--- config.mk ---
export PLATFORM = sky130hd
export DESIGN_NAME = alarm_controller
export DESIGN_NICKNAME = d
export VERILOG_FILES = /design/src/rtl/alarm_pkg.sv /design/src/rtl/rise_detect.sv /design/src/rtl/alarm_controller.sv
export SDC_FILE = /design/constraint.sdc
export NUM_CORES = 1
export LEC_CHECK = 0
export ABC_AREA = 1
export BUFFER_PORTS_ARGS = -buffer_cell sky130_fd_sc_hd__buf_2
export CAP_MARGIN = 10
export CORE_UTILIZATION = 60
export DETAILED_ROUTE_END_ITERATION = 8
export PLACE_DENSITY = 0.84
export REMOVE_ABC_BUFFERS = 1
export SLEW_MARGIN = 10
export SYNTH_ARGS = -nofsm -noshare
export SYNTH_HDL_FRONTEND = slang
export SYNTH_SLANG_ARGS = --single-unit
--- constraint.sdc ---
create_clock -name clk -period 4.3 [get_ports clk]
set_clock_uncertainty 0.2 [all_clocks]
set_input_delay 0 -clock clk [delete_from_list [all_inputs] [get_ports clk]]
set_output_delay 0 -clock clk [all_outputs]
set_load 0.005 [all_outputs]
--- src/rtl/alarm_pkg.sv ---
// Shared types and default timing constants for the alarm controller.
package alarm_pkg;

  typedef enum logic [1:0] {
    ST_DISARMED = 2'd0,
    ST_ARMED    = 2'd1,
    ST_RINGING  = 2'd2,
    ST_SNOOZING = 2'd3
  } alarm_state_e;

  localparam int DEF_SNOOZE_MINUTES = 9;
  localparam int DEF_RING_TIMEOUT   = 10;

endpackage

--- src/rtl/rise_detect.sv ---
// Single-bit rising-edge detector: one-cycle pulse per 0->1 transition of a level.
module rise_detect (
  input  logic i_clk,
  input  logic i_rst,
  input  logic i_level,
  output logic o_pulse
);

  logic r_level;

  always_ff @(posedge i_clk or posedge i_rst) begin
    if (i_rst) r_level <= 1'b0;
    else       r_level <= i_level;
  end

  assign o_pulse = i_level & ~r_level;

endmodule

--- src/rtl/alarm_controller.sv ---
// Alarm clock controller: BCD alarm time store, minute-tick detection and
// arm/ring/snooze state machine with registered status outputs.
module alarm_controller
  import alarm_pkg::*;
#(
  parameter int SNOOZE_MINUTES = DEF_SNOOZE_MINUTES,
  parameter int RING_TIMEOUT   = DEF_RING_TIMEOUT
) (
  input  logic       clk,
  input  logic       reset,
  input  logic [3:0] min_ones,
  input  logic [3:0] min_tens,
  input  logic [3:0] hour_ones,
  input  logic [3:0] hour_tens,
  input  logic       arm_en,
  input  logic       set_mode,
  input  logic       inc_hour,
  input  logic       inc_min,
  input  logic       snooze,
  input  logic       stop,
  output logic [3:0] alm_min_ones,
  output logic [3:0] alm_min_tens,
  output logic [3:0] alm_hour_ones,
  output logic [3:0] alm_hour_tens,
  output logic       buzzer,
  output logic       armed,
  output logic       snoozing
);

  localparam logic [3:0] LP_SNOOZE  = 4'(SNOOZE_MINUTES);
  localparam logic [3:0] LP_TIMEOUT = 4'(RING_TIMEOUT);

  function automatic logic [7:0] bcd_inc_hour(input logic [7:0] h);
    if (h == 8'h23)           return 8'h00;
    else if (h[3:0] == 4'd9)  return {h[7:4] + 4'd1, 4'd0};
    else                      return {h[7:4], h[3:0] + 4'd1};
  endfunction

  function automatic logic [7:0] bcd_inc_min(input logic [7:0] m);
    if (m == 8'h59)           return 8'h00;
    else if (m[3:0] == 4'd9)  return {m[7:4] + 4'd1, 4'd0};
    else                      return {m[7:4], m[3:0] + 4'd1};
  endfunction

  logic         w_inc_hour_p, w_inc_min_p, w_snooze_p, w_stop_p;
  logic [15:0]  w_time;
  logic [15:0]  r_prev_time;
  logic         r_primed;
  logic         r_tick;
  logic [7:0]   r_alm_hour;
  logic [7:0]   r_alm_min;
  logic         w_match;
  logic         w_edit_ok;
  alarm_state_e r_state, w_next_state;
  logic [3:0]   r_ring_cnt, r_snz_cnt;
  logic         w_buzzer_d, w_armed_d, w_snoozing_d;

  rise_detect u_rd_inc_hour (.i_clk(clk), .i_rst(reset), .i_level(inc_hour), .o_pulse(w_inc_hour_p));
  rise_detect u_rd_inc_min  (.i_clk(clk), .i_rst(reset), .i_level(inc_min),  .o_pulse(w_inc_min_p));
  rise_detect u_rd_snooze   (.i_clk(clk), .i_rst(reset), .i_level(snooze),   .o_pulse(w_snooze_p));
  rise_detect u_rd_stop     (.i_clk(clk), .i_rst(reset), .i_level(stop),     .o_pulse(w_stop_p));

  assign w_time    = {hour_tens, hour_ones, min_tens, min_ones};
  assign w_match   = r_tick && (r_prev_time == {r_alm_hour, r_alm_min});
  assign w_edit_ok = set_mode && (r_state == ST_DISARMED || r_state == ST_ARMED);

  // r_primed suppresses a bogus tick against the reset-zero previous time
  always_ff @(posedge clk or posedge reset) begin
    if (reset) begin
      r_prev_time <= 16'h0000;
      r_primed    <= 1'b0;
      r_tick      <= 1'b0;
    end else begin
      r_prev_time <= w_time;
      r_primed    <= 1'b1;
      r_tick      <= r_primed && (w_time != r_prev_time);
    end
  end

  always_ff @(posedge clk or posedge reset) begin
    if (reset) begin
      r_alm_hour <= 8'h00;
      r_alm_min  <= 8'h00;
    end else if (w_edit_ok) begin
      if (w_inc_hour_p) r_alm_hour <= bcd_inc_hour(r_alm_hour);
      if (w_inc_min_p)  r_alm_min  <= bcd_inc_min(r_alm_min);
    end
  end

  always_ff @(posedge clk or posedge reset) begin
    if (reset) begin
      r_ring_cnt <= 4'd0;
      r_snz_cnt  <= 4'd0;
    end else if (arm_en) begin
      case (r_state)
        ST_ARMED: if (w_match) r_ring_cnt <= 4'd0;
        ST_RINGING: begin
          if (!w_stop_p && w_snooze_p)  r_snz_cnt  <= LP_SNOOZE;
          else if (!w_stop_p && r_tick) r_ring_cnt <= r_ring_cnt + 4'd1;
        end
        ST_SNOOZING: begin
          if (!w_stop_p && r_tick) begin
            r_snz_cnt <= r_snz_cnt - 4'd1;
            if (r_snz_cnt == 4'd1) r_ring_cnt <= 4'd0;
          end
        end
        default: ;
      endcase
    end
  end

  always_ff @(posedge clk or posedge reset) begin
    if (reset) begin
      r_state  <= ST_DISARMED;
      buzzer   <= 1'b0;
      armed    <= 1'b0;
      snoozing <= 1'b0;
    end else begin
      r_state  <= w_next_state;
      buzzer   <= w_buzzer_d;
      armed    <= w_armed_d;
      snoozing <= w_snoozing_d;
    end
  end

  always_comb begin
    w_next_state = r_state;
    if (!arm_en) begin
      w_next_state = ST_DISARMED;
    end else begin
      case (r_state)
        ST_DISARMED: w_next_state = ST_ARMED;
        ST_ARMED:    if (w_match) w_next_state = ST_RINGING;
        ST_RINGING: begin
          if (w_stop_p)        w_next_state = ST_ARMED;
          else if (w_snooze_p) w_next_state = ST_SNOOZING;
          else if (r_tick && (r_ring_cnt + 4'd1 == LP_TIMEOUT)) w_next_state = ST_ARMED;
        end
        ST_SNOOZING: begin
          if (w_stop_p)                         w_next_state = ST_ARMED;
          else if (r_tick && r_snz_cnt == 4'd1) w_next_state = ST_RINGING;
        end
        default: w_next_state = ST_DISARMED;
      endcase
    end
  end

  // Flags are registered from the next state so they track r_state exactly
  always_comb begin
    w_buzzer_d   = (w_next_state == ST_RINGING);
    w_armed_d    = (w_next_state != ST_DISARMED);
    w_snoozing_d = (w_next_state == ST_SNOOZING);
  end

  assign alm_hour_tens = r_alm_hour[7:4];
  assign alm_hour_ones = r_alm_hour[3:0];
  assign alm_min_tens  = r_alm_min[7:4];
  assign alm_min_ones  = r_alm_min[3:0];

endmodule

Yosys cells after proc, flatten, opt, wreduce, memory -nomap -nowiden
Cells that the tools add are included.
{ "op_classes": {"mul": 0, "muxes": 21, "n_addsub": 6, "eq_ne": 19, "bitwise_logic": 8, "reduce_logical": 21, "div_mod_pow": 0, "n_shift": 0, "magnitude_cmp": 0} }
{ "op_table": {"columns": ["cell", "count"], "rows": [
  ["$mux W8", 4],
  ["$mux W4", 7],
  ["$add A4 B1 Y4 const B", 5],
  ["$eq A16 B16 Y1", 1],
  ["$ne A16 B16 Y1", 1],
  ["$mux W2", 7],
  ["$eq A4 B4 Y1 const B", 3],
  ["$ne A2 B2 Y1 const B", 6],
  ["$pmux W4 S3", 1],
  ["$eq A2 B2 Y1 const B", 4],
  ["$eq A8 B6 Y1 const B", 1],
  ["$eq A8 B7 Y1 const B", 1],
  ["$pmux W2 S4", 1],
  ["$pmux W4 S2", 1],
  ["$reduce_bool A2 Y1", 4],
  ["$logic_and A1 B1 Y1", 7],
  ["$reduce_and A7 Y1", 1],
  ["$reduce_and A3 Y1", 2],
  ["$and A1 B1 Y1", 4],
  ["$eq A4 B1 Y1 const B", 1],
  ["$not A1 Y1", 4],
  ["$reduce_and A2 Y1", 2],
  ["$reduce_and A4 Y1", 1],
  ["$sub A4 B1 Y4 const B", 1],
  ["5 further kinds", 5]
]} }
{ "word_totals": {"latch_bits": 0, "ff_bits": 51, "ram_bits": 0, "wordCells": 92, "mem_count": 0, "rom_bits": 0, "output_inout_bits": 19} }

Longest topological paths before layout
Gate-level depths: netlist (run 1).
{ "logic_depth": {"depth_word": 9, "ltp_mapped": 11} }

Cells and area by module
From an unflattened synthesis (run 1), not the netlist that was laid out.
{ "unflattened": {"hier_cells": 340, "area_unflattened_um2": 2745.1} }
{ "modules_own_cells": {"columns": ["module", "area_each_um2", "cells_per_inst", "n_inst", "seq_area_each_um2"], "rows": [
  ["alarm_controller", 2590.0, 324, 1, 1176.1],
  ["rise_detect", 38.8, 4, 4, 25.0]
]} }

Worst setup path before layout (run 1)
Ideal clock, no wire load.
{ "synth_path": {"path_type": "register to register", "start": "register r_ring_cnt[0]", "end": "register r_state[1]", "path_stages_with_launch": 9, "arrival_time_ps": 1258, "path_buffers": 0, "setup_time_ps": 120, "required_ps": 3980, "period_less_slack_ps": 1578, "path_slack_ps": 2722, "path_cell_list": "dfrtp_1 ha_1 nand2_1 nand2_1 nor2_1 nand2_1 o21ai_0 nand2_1 and3_1"} }
{ "synth_between": {"elab_chain_len": 8} }
{ "synth_lines": {"columns": ["item", "line_no", "source"], "rows": [
  ["from (decl)", "alarm_controller.sv:55", "logic [3:0] r_ring_cnt, r_snz_cnt;"],
  ["from (signal assigned)", "alarm_controller.sv:99", "else if (!w_stop_p && r_tick) r_ring_cnt <= r_ring_cnt + 4'd1;"],
  ["$add A4 B1 Y4", "alarm_controller.sv:137", "else if (r_tick && (r_ring_cnt + 4'd1 == LP_TIMEOUT)) w_next_state = ST_ARMED;"],
  ["$eq A4 B4 Y1", "alarm_controller.sv:137", null],
  ["$logic_and A1 B1 Y1", "alarm_controller.sv:137", null],
  ["$mux W2", "alarm_controller.sv:137", null],
  ["$mux W2", "alarm_controller.sv:136", "else if (w_snooze_p) w_next_state = ST_SNOOZING;"],
  ["$mux W2", "alarm_controller.sv:135", "if (w_stop_p) w_next_state = ST_ARMED;"],
  ["$pmux W2 S4", "alarm_controller.sv:131", "case (r_state)"],
  ["$mux W2", "alarm_controller.sv:128", "if (!arm_en) begin"],
  ["net w_next_state[1]", "alarm_controller.sv:54", "alarm_state_e r_state, w_next_state;"],
  ["to (signal assigned)", "alarm_controller.sv:119", "r_state <= w_next_state;"],
  ["to (decl)", "alarm_controller.sv:54", null]
]} }
The timed path passes the listed nets, and every way through them passes these cells.
A chain may end at the register's enable or synchronous reset.

Final worst setup path (run 1)
{ "layout_path": {"start": "register r_alm_min[1]", "end": "register r_alm_min[7]"} }
{ "layout_between": {"elab_chain_len": 3, "word_cells_on_any_way": 5, "classes_between": "eq/ne (2); mux (1); reduce/logical (2)"} }
{ "layout_lines": {"columns": ["item", "line_no", "source"], "rows": [
  ["from (decl)", "alarm_controller.sv:51", "logic [7:0] r_alm_min;"],
  ["from (signal assigned)", "alarm_controller.sv:86", "if (w_inc_min_p) r_alm_min <= bcd_inc_min(r_alm_min);"],
  ["$eq A8 B7 Y1 or $eq A4 B4 Y1 (tied branches)", "alarm_controller.sv:40, alarm_controller.sv:41", null],
  ["$reduce_bool A2 Y1 (no source line)", null, null],
  ["$reduce_and A3 Y1 (no source line)", null, null]
]} }
Parallel ways exist; a longest one is shown, timed or not.

==> summary.txt, run 1 <==
Synth
  • Seq/Total Area, Yosys: 0.471
  • Mapped Cells: 333
  • Avg Cell Area, Syn: 8.14 um^2
  • Post-Syn Area: 0.00271 mm^2
  • Post-synth EDFFs: 0
  • Most frequent cell after synthesis: nand2_1
  • Largest cells by area after synthesis: dfrtp_1 47%, nand2_1 12%, inv_1 7.3%, ha_1 5.5%, nand3_1 3.7%
  • Leading area contributor after synthesis: dfrtp_1
  • Yosys top cell area share: 0.471
  • Synth warn: 0
  • Post-synth ARST share: 1.00
  • Synth cell types: 31
  • Ys flop type: dfrtp_1
  • Number of synthesized register bits: 51
  • Synth cell count leaders: 85 x nand2_1, 53 x inv_1, 51 x dfrtp_1

Power
  • Total design power: 1.37 mW
  • Pwr per Cell Area: 411 mW/mm^2
  • Maximum VDD drop: 0.306 mV
  • Net Switching: 0.471 mW
  • Sequential power share: 0.476
  • Switch share: 0.344
  • Leak: 1.76 nW
  • Clock share of power: 0.254
  • Pint: 0.899 mW
  • Combinational cell fraction of total power: 0.270

Job
  • Max-Cap Viols: 0

Timing
  • TNS Setup: 0 ps
  • Hold Violations, Final: 0
  • Crit share post-route: 0.424
  • Final setup fails: 0
  • Slew Limit Fails: 0
  • Worst-margin pin slew: 1030 ps
  • Fmax: ~550 MHz
  • Max-slew headroom: 0.313
  • Min Hold Slack: 142 ps
  • RSZ-0062 raised after global routing: false
  • PnR worst setup slack: 2480 ps
  • Crit path time final: 1820 ps

Place
  • I/O Buffers: between 40 and 50
  • Pre-CTS setup slack: 2530 ps
  • Placer Congestion: just under 0.9
  • Dpl hpwl: 4.26 mm

Routing
  • Vias per Instance: between 5 and 6
  • Routed via count: 2477
  • Final wirelength: 6.47 mm
  • Final routed DRC violation total: 0
  • ANT nets after route: 0
  • Drt first pass iters: 5
  • Initial drt markers: 159
  • Drt wl/cell: roughly 14 um

Floorplanning
  • Die footprint: ~0.0048 mm^2
  • Row count: 24
  • Die W: 69.2 um
  • Die Y: 69.2 um
  • Core Area: 0.00435 mm^2
  • Starting Density: 0.622
  • Io pins: 43

Hold path
  • WHS Path Cells: 2
  • Hold WC Path Type: in -> reg

Finish
  • Ant diodes: 0
  • Area delta synth->final: 22.9%
  • Filler Cell Count: 330
  • Share of post-route cells with drive strength above 1: 0.170
  • Nets: between 400 and 500

Worst setup path
  • Critical Path AT: around 1800 ps
  • Crit end category: register
  • Crit Path Class: reg -> reg
  • Worst-path maximum fanout: 8
  • CP required: 4300 ps
  • Worst setup SP type: register
  • Worst R2R Path Depth: 7

Clock tree
  • H-Tree Depth: 2
  • Worst-path clk slew: roughly 90 ps
  • Clock tree root driver cell: clkbuf_8
  • Clk sinks: 51
  • Max clock buf depth: 2
  • CTS tree: done
  • Clock insertion delay at the later pin of the skew report: between 300 and 400 ps
  • Num CTS Buffers: 5

Global routing
  • Vias in the first global route: around 2400
  • Pin count of the biggest net entering global routing: 52
  • Total GRT Usage: 0.288
  • Initial antenna violation count: 0
  • Global-route wire length before repair: between 10 and 15 mm
  • GRT overflow: 0

Run status
  • Status: finished, final reports clean
placed cells by master, fill, tap and decap left out:
cell type / synthesis / routed
nand2_1: 85 / 85
inv_1: 53 / 52
dfrtp_1: 51 / 51
buf_2: 0 / 42
nor2_1: 26 / 26
dlygate4sd3_1: 0 / 23
nand3_1: 20 / 20
o21ai_0: 15 / 15
ha_1: 12 / 12
nand4_1: 9 / 9
xnor2_1: 9 / 9
a21oi_1: 9 / 9
inv_2: 6 / 7
xor2_1: 6 / 6
clkbuf_8: 0 / 6
o22ai_1: 4 / 4
or2_2: 4 / 4
nor3_1: 3 / 3
nor2_4: 2 / 2
nand3b_1: 2 / 2
o211ai_1: 2 / 2
nand2_4: 2 / 2
o2111ai_1: 2 / 2
nand2_2: 1 / 1
a211oi_1: 1 / 1
o21ai_1: 1 / 1
nor3_4: 1 / 1
nor2_2: 1 / 1
nand3_2: 1 / 1
and3_1: 1 / 1
o221ai_1: 1 / 1
a31oi_1: 1 / 1
bufinv_16: 0 / 1
clkinv_2: 0 / 1
conb_1: 1 / 1
power groups by stage:
stage | Sequential, mW | Clock (mW) | Combinational [mW]
global route | 0.659 | 0.370 | 0.421
finish | 0.652 | 0.349 | 0.369
detailed placement | 0.656 | 0 | 0.342
floorplan | 0.639 | 0 | 0.212
CTS | 0.647 | 0.354 | 0.361
global placement | 0.653 | 0 | 0.325
per-layer routing:
layer  track usage  part of all wire  vias to the layer above
met4        0.0975             0.025                        0
met3        0.0538             0.056                       25
li1              -                 -                     1196
met2         0.483              0.48                       94
met5             0                 0                        -
met1         0.375              0.44                     1162
final timing paths:
kind / slack [ps] / startpoint / end
worst max-delay path: 2480 / r_alm_min[1] / r_alm_min[7]
worst min-delay path: 140 / inc_min / u_rd_inc_min.r_level
worst max register to register: 2480 / r_alm_min[1] / r_alm_min[7]
worst min register to register: 280 / r_primed / r_tick
max in group asynchronous: 2990 / reset / r_alm_min[1]
min in group asynchronous: 280 / reset / r_alm_hour[6]
area by class of cell:
type                       count  area, um^2  area share
sequential                    51        1280       0.383
inverter                      59         221      0.0665
clock buffer                   6        82.6      0.0248
tap                           52        65.1      0.0195
clock inverter                 2        35.0      0.0105
multi-input combinational    222        1210       0.363
timing repair buffer          65         440       0.132
timing repair:
item | CTS | global route
resized for setup | 0 | 0
hold buffers | 23 | 0
endpoints found under the hold margin | 88 | 0
buffers inserted | 0 | 0
endpoints found under the setup margin | 0 | 0
cells by family (layout without fill, tap and decap cells):
kind of cell / count (synthesis) / count (layout) / synth area share
other cells: 1 / 1 / 0.00138
xor+xnor: 15 / 15 / 0.0485
fa+ha+maj: 12 / 12 / 0.0554
compound gates: 36 / 36 / 0.0757
simple gates: 158 / 158 / 0.265
flops: 51 / 51 / 0.471
buf+inv: 60 / 132 / 0.0831
worst max-delay path, cell delays in order, from the launching register on:
cell	delay, ps
dfrtp_1	440
inv_1	130
ha_1	160
nand3_1	160
nor2_4	240
inv_1	130
o22ai_1	180
a21oi_1	60
sequential cells by signal, indices dropped and copies added (netlist names), 2 cells and up:
name / cells
r_prev_time: 16
r_alm_hour: 8
r_alm_min: 8
r_ring_cnt: 4
r_snz_cnt: 4
r_state: 2
metrics by stage:
step | instances | util | cell area [um^2]
final | 457 | 0.765 | 3330
after global routing | 457 | 0.765 | 3330
after CTS | 457 | 0.765 | 3330
after detailed placement | 426 | 0.685 | 2980
after global placement | 426 | 0.685 | 2980
after floorplan | 332 | - | 2710
Note: power is estimated with default switching activity, not from simulation.
==> run 2: changes to the inputs <==
Settings changed: ABC_AREA 1 to 0, CORE_UTILIZATION 60 to 50, PLACE_DENSITY 0.84 to 0.75.
Clock period 4.3 ns to 1.6 ns, I/O delays scaled along.
==> run 2 against run 1 <==
  * The run now ends with setup timing left
  * Hold slack got worse by 20 ps
  * Non-clock buffer count increased by 79
  * Worst setup slack got worse by 3000 ps
  * Utilization grew 13 points
  * First-iteration DRC count rose by 68%
  * Sequential power grew to 2.6 times the previous value
  * Power rose to 3.6 times the previous value
  * Via count grew 16%
  * Wire length rose by 69%
  * Critical endpoint is now r_ring_cnt[3]
==> summary.txt, run 2 <==
Worst setup path
  • Worst-path maximum fanout: 5 (-3)
  • Critical Path AT: 2150 ps (+330 ps)
  • CP required: 1590 ps (-2710 ps)
  • Worst setup SP type: register
  • Most Frequent Cell on Critical Path: o211ai_1
  • R2R setup slack: -560 ps (-3040 ps)
  • Top delay family on crit path: simple AND/OR/NAND/NOR gates
  • Crit path buf inv count: 1 (-1)
  • Slowest stage delay, CP: 450 ps (about the same)
  • Crit end category: register
  • Crit-path slowest cell: dfrtp_1
  • Crit Path Class: reg -> reg
  • Critical-path cell list: xor2_1, nor4_1, nand3_1, buf_4, o211ai_1, o211ai_1

Power
  • Combinational cell fraction of total power: 0.481 (+0.211)
  • Maximum VDD drop: 1.11 mV (+260%)
  • Total design power: 4.89 mW (+260%)
  • Pint: 2.96 mW (+230%)
  • Net Switching: 1.93 mW (+310%)
  • Leak: 2.00 nW (+14%)
  • Sequential power share: 0.343 (-0.133)
  • Clock share of power: 0.176 (-0.078)
  • Pwr per Cell Area: 1140 mW/mm^2 (+180%)
  • Switch share: 0.395 (+0.0505)

Floorplanning
  • Core Area: 0.00482 mm^2 (+11%)
  • Row count: 25 (+4.2%)
  • Die W: 73.7 um (+6.4%)
  • Io pins: 43 (unchanged)
  • Die Y: 73.7 um (+6.4%)
  • Die footprint: 0.00543 mm^2 (+13%)
  • Starting Density: 0.533 (-0.0894)

Timing
  • Min Hold Slack: 122 ps (-20.5 ps)
  • Crit share post-route: 1.35 (+0.925)
  • PnR worst setup slack: -558 ps (-3040 ps)
  • RSZ-0062 raised after global routing: true
  • Slew Limit Fails: 0 (unchanged)
  • Hold Violations, Final: 0 (unchanged)
  • Crit path time final: 2160 ps (+335 ps)
  • TNS Setup: -8030 ps (-8030 ps)
  • Fmax: 463 MHz (-16%)
  • Final setup fails: 25 (+25)

Clock tree
  • Num CTS Buffers: 5 (unchanged)
  • Worst-path clk slew: 120 ps (+30 ps)
  • H-Tree Depth: 2 (unchanged)
  • Max clock buf depth: 2 (unchanged)
  • Clock tree root driver cell: clkbuf_8
  • CTS tree: done
  • Clk sinks: 51 (unchanged)
  • Clock insertion delay at the later pin of the skew report: 340 ps (+30 ps)

Synth
  • Number of synthesized register bits: 51 (unchanged)
  • Post-synth EDFFs: 0 (unchanged)
  • Seq/Total Area, Yosys: 0.497 (+0.0262)
  • Synth cell types: 44 (+42%)
  • Leading area contributor after synthesis: dfrtp_1
  • Synth warn: 0 (unchanged)
  • Synth cell count leaders: 51 x dfrtp_1, 22 x xnor2_1, 18 x o21ai_0
  • Most frequent cell after synthesis: dfrtp_1
  • Post-synth ARST share: 1.00 (unchanged)
  • Largest cells by area after synthesis: dfrtp_1 50%, xnor2_1 7.5%, ha_1 5.8%, xor2_1 4.4%, o21ai_0 3.5%
  • Yosys top cell area share: 0.497 (+0.0262)
  • Post-Syn Area: 0.00257 mm^2 (-5.3%)
  • Avg Cell Area, Syn: 10.4 um^2 (+28%)
  • Ys flop type: dfrtp_1
  • Mapped Cells: 246 (-26%)

Finish
  • Largest regs: r_prev_time (16), r_alm_hour (8), r_alm_min (8)
  • Most frequent cells in the layout: 66 x buf_4, 48 x dfrtp_1, 42 x buf_2
  • Nets: 428 (-2.7%)
  • Share of post-route cells with drive strength above 1: 0.524 (+0.354)
  • Area delta synth->final: 67.0%
  • Max reg flops: 16 (unchanged)
  • Largest reg by FF count: r_prev_time
  • Ant diodes: 0 (unchanged)
  • Commonest non-fill, non-tap cell in the layout: buf_4
  • Post-layout util: 0.890 (+0.125)
  • Final Cell Area: 0.00429 mm^2 (+29%)
  • Finished Layout Cells: 460 (+0.66%)

Job
  • Max-Cap Viols: 0 (unchanged)

Place
  • Inst Count DP: 411 (-3.5%)
  • Placer Congestion: 0.827 (-7.3%)
  • Pre-CTS setup slack: -484 ps (-3020 ps)
  • Dpl hpwl: 4.43 mm (+3.8%)
  • I/O Buffers: 42 (unchanged)
  • DP Area: 0.00331 mm^2 (+11%)

Run status
  • Status: complete, but fails checks
  • Failing checks: setup timing

Global routing
  • GRT overflow: 0 (unchanged)
  • Vias in the first global route: 2644 (+12%)
  • Initial antenna violation count: 0 (unchanged)
  • Global-route wire length before repair: 12.6 mm (+16%)
  • Pin count of the biggest net entering global routing: 47 (-9.6%)
  • Total GRT Usage: 0.320 (+0.0326)

Routing
  • Routed via count: 2874 (+16%)
  • Initial drt markers: 267 (+68%)
  • ANT nets after route: 0 (unchanged)
  • Final wirelength: 10.9 mm (+69%)
  • Final routed DRC violation total: 0 (unchanged)
  • Vias per Instance: 6.25 (+15%)
  • Drt first pass iters: 5 (unchanged)
  • Drt wl/cell: 23.7 um (+68%)

Hold path
  • Hold WC Path Type: in -> reg
-- run 2: cell count changes after synthesis, sizes merged, moves of 3 or more --
cell	before	now
inv	59	10
xor2	6	13
xnor2	9	22
nor3	4	8
or3	0	4
nand2b	0	6
nand4	9	6
nand2	88	17
nand3	21	11
nor4	0	4
nor2	29	9
clkbuf	1	5
a21o	0	5
nor2b	0	4
-- run 2: cell type report --
| class | instances | area (um^2) |
|---|---|---|
| tap | 67 | 83.8 |
| timing repair buffer | 144 | 1090 |
| clock inverter | 2 | 16.3 |
| fill | 205 | 531 |
| sequential | 51 | 1280 |
| multi-input combinational | 180 | 1700 |
| clock buffer | 6 | 82.6 |
| inverter | 10 | 37.5 |
-- run 2: what timing repair did --
action / in CTS / in global routing
resized for setup: 54 / 64
buffers inserted: 10 / 13
hold buffers: 23 / 0
pin swaps: 29 / 26
endpoints found under the hold margin: 85 / 0
setup endpoints to repair: 25 / 28
-- run 2: final timing paths --
check                           cells after the start     startpoint              end
worst max-delay path                                6   r_alm_min[2]    r_ring_cnt[3]
worst min-delay path                                2   hour_tens[3]  r_prev_time[15]
worst max register to register                      6   r_alm_min[2]    r_ring_cnt[3]
worst min register to register                      1  r_ring_cnt[2]    r_ring_cnt[2]
max in group asynchronous                           5          reset       r_state[0]
min in group asynchronous                           4          reset    r_alm_hour[6]
-- run 2: power groups by stage --
stage,logic (mW),registers [mW],clock network (mW)
6_report,2.35,1.68,0.859
5_1_grt,2.42,1.68,0.882
4_1_cts,1.67,1.61,0.799
3_5_place_dp,1.30,1.62,0
3_3_place_gp,1.27,1.61,0
2_1_floorplan,0.501,1.71,0
-- run 2: per-layer routing --
metal,share of wire,track usage,wire length [um],vias up
met5,0,0,0,-
met4,0.082,0.147,891,0
met2,0.48,0.606,5230,240
met3,0.093,0.0604,1010,92
li1,-,-,-,1157
met1,0.35,0.340,3790,1385
-- run 2: kinds of logic after synthesis --
logic type,after synthesis,synth area share
adder cells (fa/ha/maj),12,0.0585
other,1,0.00146
buffers and inverters,15,0.0224
flip-flops,51,0.497
AO/OA/AOI/OAI,46,0.112
XOR/XNOR,35,0.119
AND/OR/NAND/NOR,86,0.190
==> run 3: changes to the inputs <==
Settings changed: SKIP_LAST_GASP set to 1.
==> run 3 against run 2 <==
  * The flow still finishes with violations (setup timing)
  * Combinational power decreased by 6%
  * Via count decreased by 5.6%
  * Final area decreased by 1.9%
  * Count of clock-buffer cells in the layout unchanged
  * Final cell count decreased by 0.43%
  * Wire length decreased by 11%
  * Critical path type unchanged
  * Critical endpoint is now r_alm_min[7]
==> summary.txt, run 3 (synthesis results as in run 2) <==
Run status
  • Status: complete, but fails checks
  • Failing checks: setup timing

Clock tree
  • Clock insertion delay at the later pin of the skew report: 320 ps (-20 ps)
  • Clk sinks: 51 (unchanged)
  • Clock tree root driver cell: clkbuf_8
  • Worst-path clk slew: 100 ps (-20 ps)
  • Max clock buf depth: 2 (unchanged)
  • CTS tree: done
  • Num CTS Buffers: 5 (unchanged)
  • H-Tree Depth: 2 (unchanged)

Finish
  • Area delta synth->final: 63.8%
  • Commonest non-fill, non-tap cell in the layout: buf_4
  • FF+latch area: 0.00128 mm^2 (about the same)
  • Multi-input gate area: 0.00163 mm^2 (-3.8%)
  • Ant diodes: 0 (unchanged)
  • Filler Cell Count: 213 (+3.9%)
  • Finished Layout Cells: 458 (-0.43%)
  • Most frequent cells in the layout: 65 x buf_4, 47 x dfrtp_1, 42 x buf_2
  • Largest regs: r_prev_time (16), r_alm_hour (8), r_alm_min (8)
  • Post-layout util: 0.873 (-0.0166)
  • Max reg flops: 16 (unchanged)
  • Final Cell Area: 0.00421 mm^2 (-1.9%)
  • Largest reg by FF count: r_prev_time
  • Share of post-route cells with drive strength above 1: 0.506 (-0.0178)
  • Nets: 426 (-0.47%)

Floorplanning
  • Io pins: 43 (unchanged)
  • Starting Density: 0.533 (unchanged)
  • Row count: 25 (unchanged)
  • Die Y: 73.7 um (unchanged)
  • Die footprint: 0.00543 mm^2 (unchanged)
  • Core Area: 0.00482 mm^2 (unchanged)
  • Die W: 73.7 um (unchanged)

Routing
  • Vias per Instance: 5.92 (-5.2%)
  • Drt wl/cell: 21.2 um (-11%)
  • Final wirelength: 9.71 mm (-11%)
  • Final routed DRC violation total: 0 (unchanged)
  • Drt first pass iters: 5 (unchanged)
  • Routed via count: 2713 (-5.6%)
  • ANT nets after route: 0 (unchanged)
  • Initial drt markers: 173 (-35%)

Power
  • Maximum VDD drop: 1.00 mV (-9.4%)
  • Pwr per Cell Area: 1120 mW/mm^2 (-1.4%)
  • Total design power: 4.73 mW (-3.2%)
  • Leak: 1.96 nW (-2.2%)

Timing
  • RSZ-0062 raised after global routing: true
  • Fmax: 474 MHz (+2.4%)
  • Final setup fails: 25 (unchanged)
  • PnR worst setup slack: -508 ps (+50.4 ps)
  • Crit path time final: 2110 ps (-50.4 ps)
  • Slew Limit Fails: 0 (unchanged)
  • Hold Violations, Final: 0 (unchanged)
  • Crit share post-route: 1.32 (-0.0315)
  • TNS Setup: -6170 ps (+1850 ps)

Worst setup path
  • CP required: 1670 ps (+80 ps)
  • Critical Path AT: 2180 ps (+30 ps)
  • Crit Path Class: reg -> reg
  • Slowest stage delay, CP: 550 ps (+100 ps)
  • Worst flop-to-flop path startpoint: r_alm_min[1]
  • Crit-path slowest cell: or4_1
  • R2R setup slack: -510 ps (+50 ps)
  • Worst-path maximum fanout: 3 (-2)
  • Worst R2R Path Depth: 6 (unchanged)
  • WP depth: 6 (unchanged)
  • Critical-path cell list: inv_1, ha_4, nand2_2, or3_4, or4_1, nand2_1
  • Critical Path Start: r_alm_min[1]
  • RR Endpoint: r_alm_min[7]
  • Crit end category: register
  • Crit path buf inv count: 1 (unchanged)
  • Top delay family on crit path: simple AND/OR/NAND/NOR gates
  • CP endpoint: r_alm_min[7]
  • Worst setup SP type: register

Job
  • Max-Cap Viols: 0 (unchanged)

Global routing
  • GRT overflow: 0 (unchanged)
  • Vias in the first global route: 2685 (+1.6%)
  • Total GRT Usage: 0.327 (+0.00638)
  • Initial antenna violation count: 0 (unchanged)
  • Global-route wire length before repair: 12.9 mm (+2.3%)
  • Pin count of the biggest net entering global routing: 47 (unchanged)

Place
  • DP Area: 0.00331 mm^2 (unchanged)
  • I/O Buffers: 42 (unchanged)
  • Inst Count DP: 411 (unchanged)
  • Dpl hpwl: 4.43 mm (unchanged)
  • Placer Congestion: 0.827 (unchanged)

Hold path
  • Hold WC Path Type: in -> reg
  • WHS Path Cells: 6 (+4)
[run 3: how the worst min path moves through the flow]
stage             start         endpoint  slack (ps)
6_report       set_mode     r_alm_min[0]          90
4_1_cts        set_mode     r_alm_min[0]          90
3_3_place_gp      reset  r_prev_time[14]        -300
2_1_floorplan    arm_en            armed        -170
3_5_place_dp      reset  r_prev_time[14]        -300
5_1_grt        set_mode     r_alm_min[0]         100
[run 3: area by class of cell]
class | count | area share
tap | 67 | 0.0199
inverter | 10 | 0.00952
sequential | 51 | 0.305
multi-input combinational | 180 | 0.388
clock inverter | 2 | 0.00387
clock buffer | 6 | 0.0196
timing repair buffer | 142 | 0.255
[run 3: stage by stage]
| stage | hold slack (ps) | setup WS [ps] |
|---|---|---|
| after floorplan | -169 | -391 |
| after global placement | -298 | -430 |
| after detailed placement | -299 | -484 |
| after CTS | 85.8 | -296 |
| after global routing | 102 | -598 |
| final | 88.2 | -508 |
[run 3: worst min-delay path, cell delays in order]
cell and delay [ps]:
buf_2 110, nor2b_4 140, nand3b_4 80, buf_4 120
nand2_1 60, o21ai_0 70
[run 3: what timing repair did]
item,CTS,global route
hold buffers,23,0
cloned,0,0
pin swaps,27,27
buffers inserted,10,12
endpoints found under the hold margin,85,0
gates resized for setup,51,52
endpoints found under the setup margin,25,27
[run 3: power by group]
| group | switching, mW | internal (mW) | total [mW] | leakage (nW) |
|---|---|---|---|---|
| sequential | 0.228 | 1.45 | 1.68 | 0.618 |
| clock | 0.477 | 0.354 | 0.831 | 0.0474 |
| combinational | 1.07 | 1.14 | 2.21 | 1.29 |
| total | 1.78 | 2.95 | 4.73 | 1.96 |
[run 3: per-layer routing]
metal | GRT usage | up-vias | part of all wire
met5 | 0 | - | 0
met4 | 0.122 | 0 | 0.076
met3 | 0.0562 | 73 | 0.062
met2 | 0.630 | 179 | 0.50
met1 | 0.352 | 1317 | 0.36
li1 | - | 1144 | -
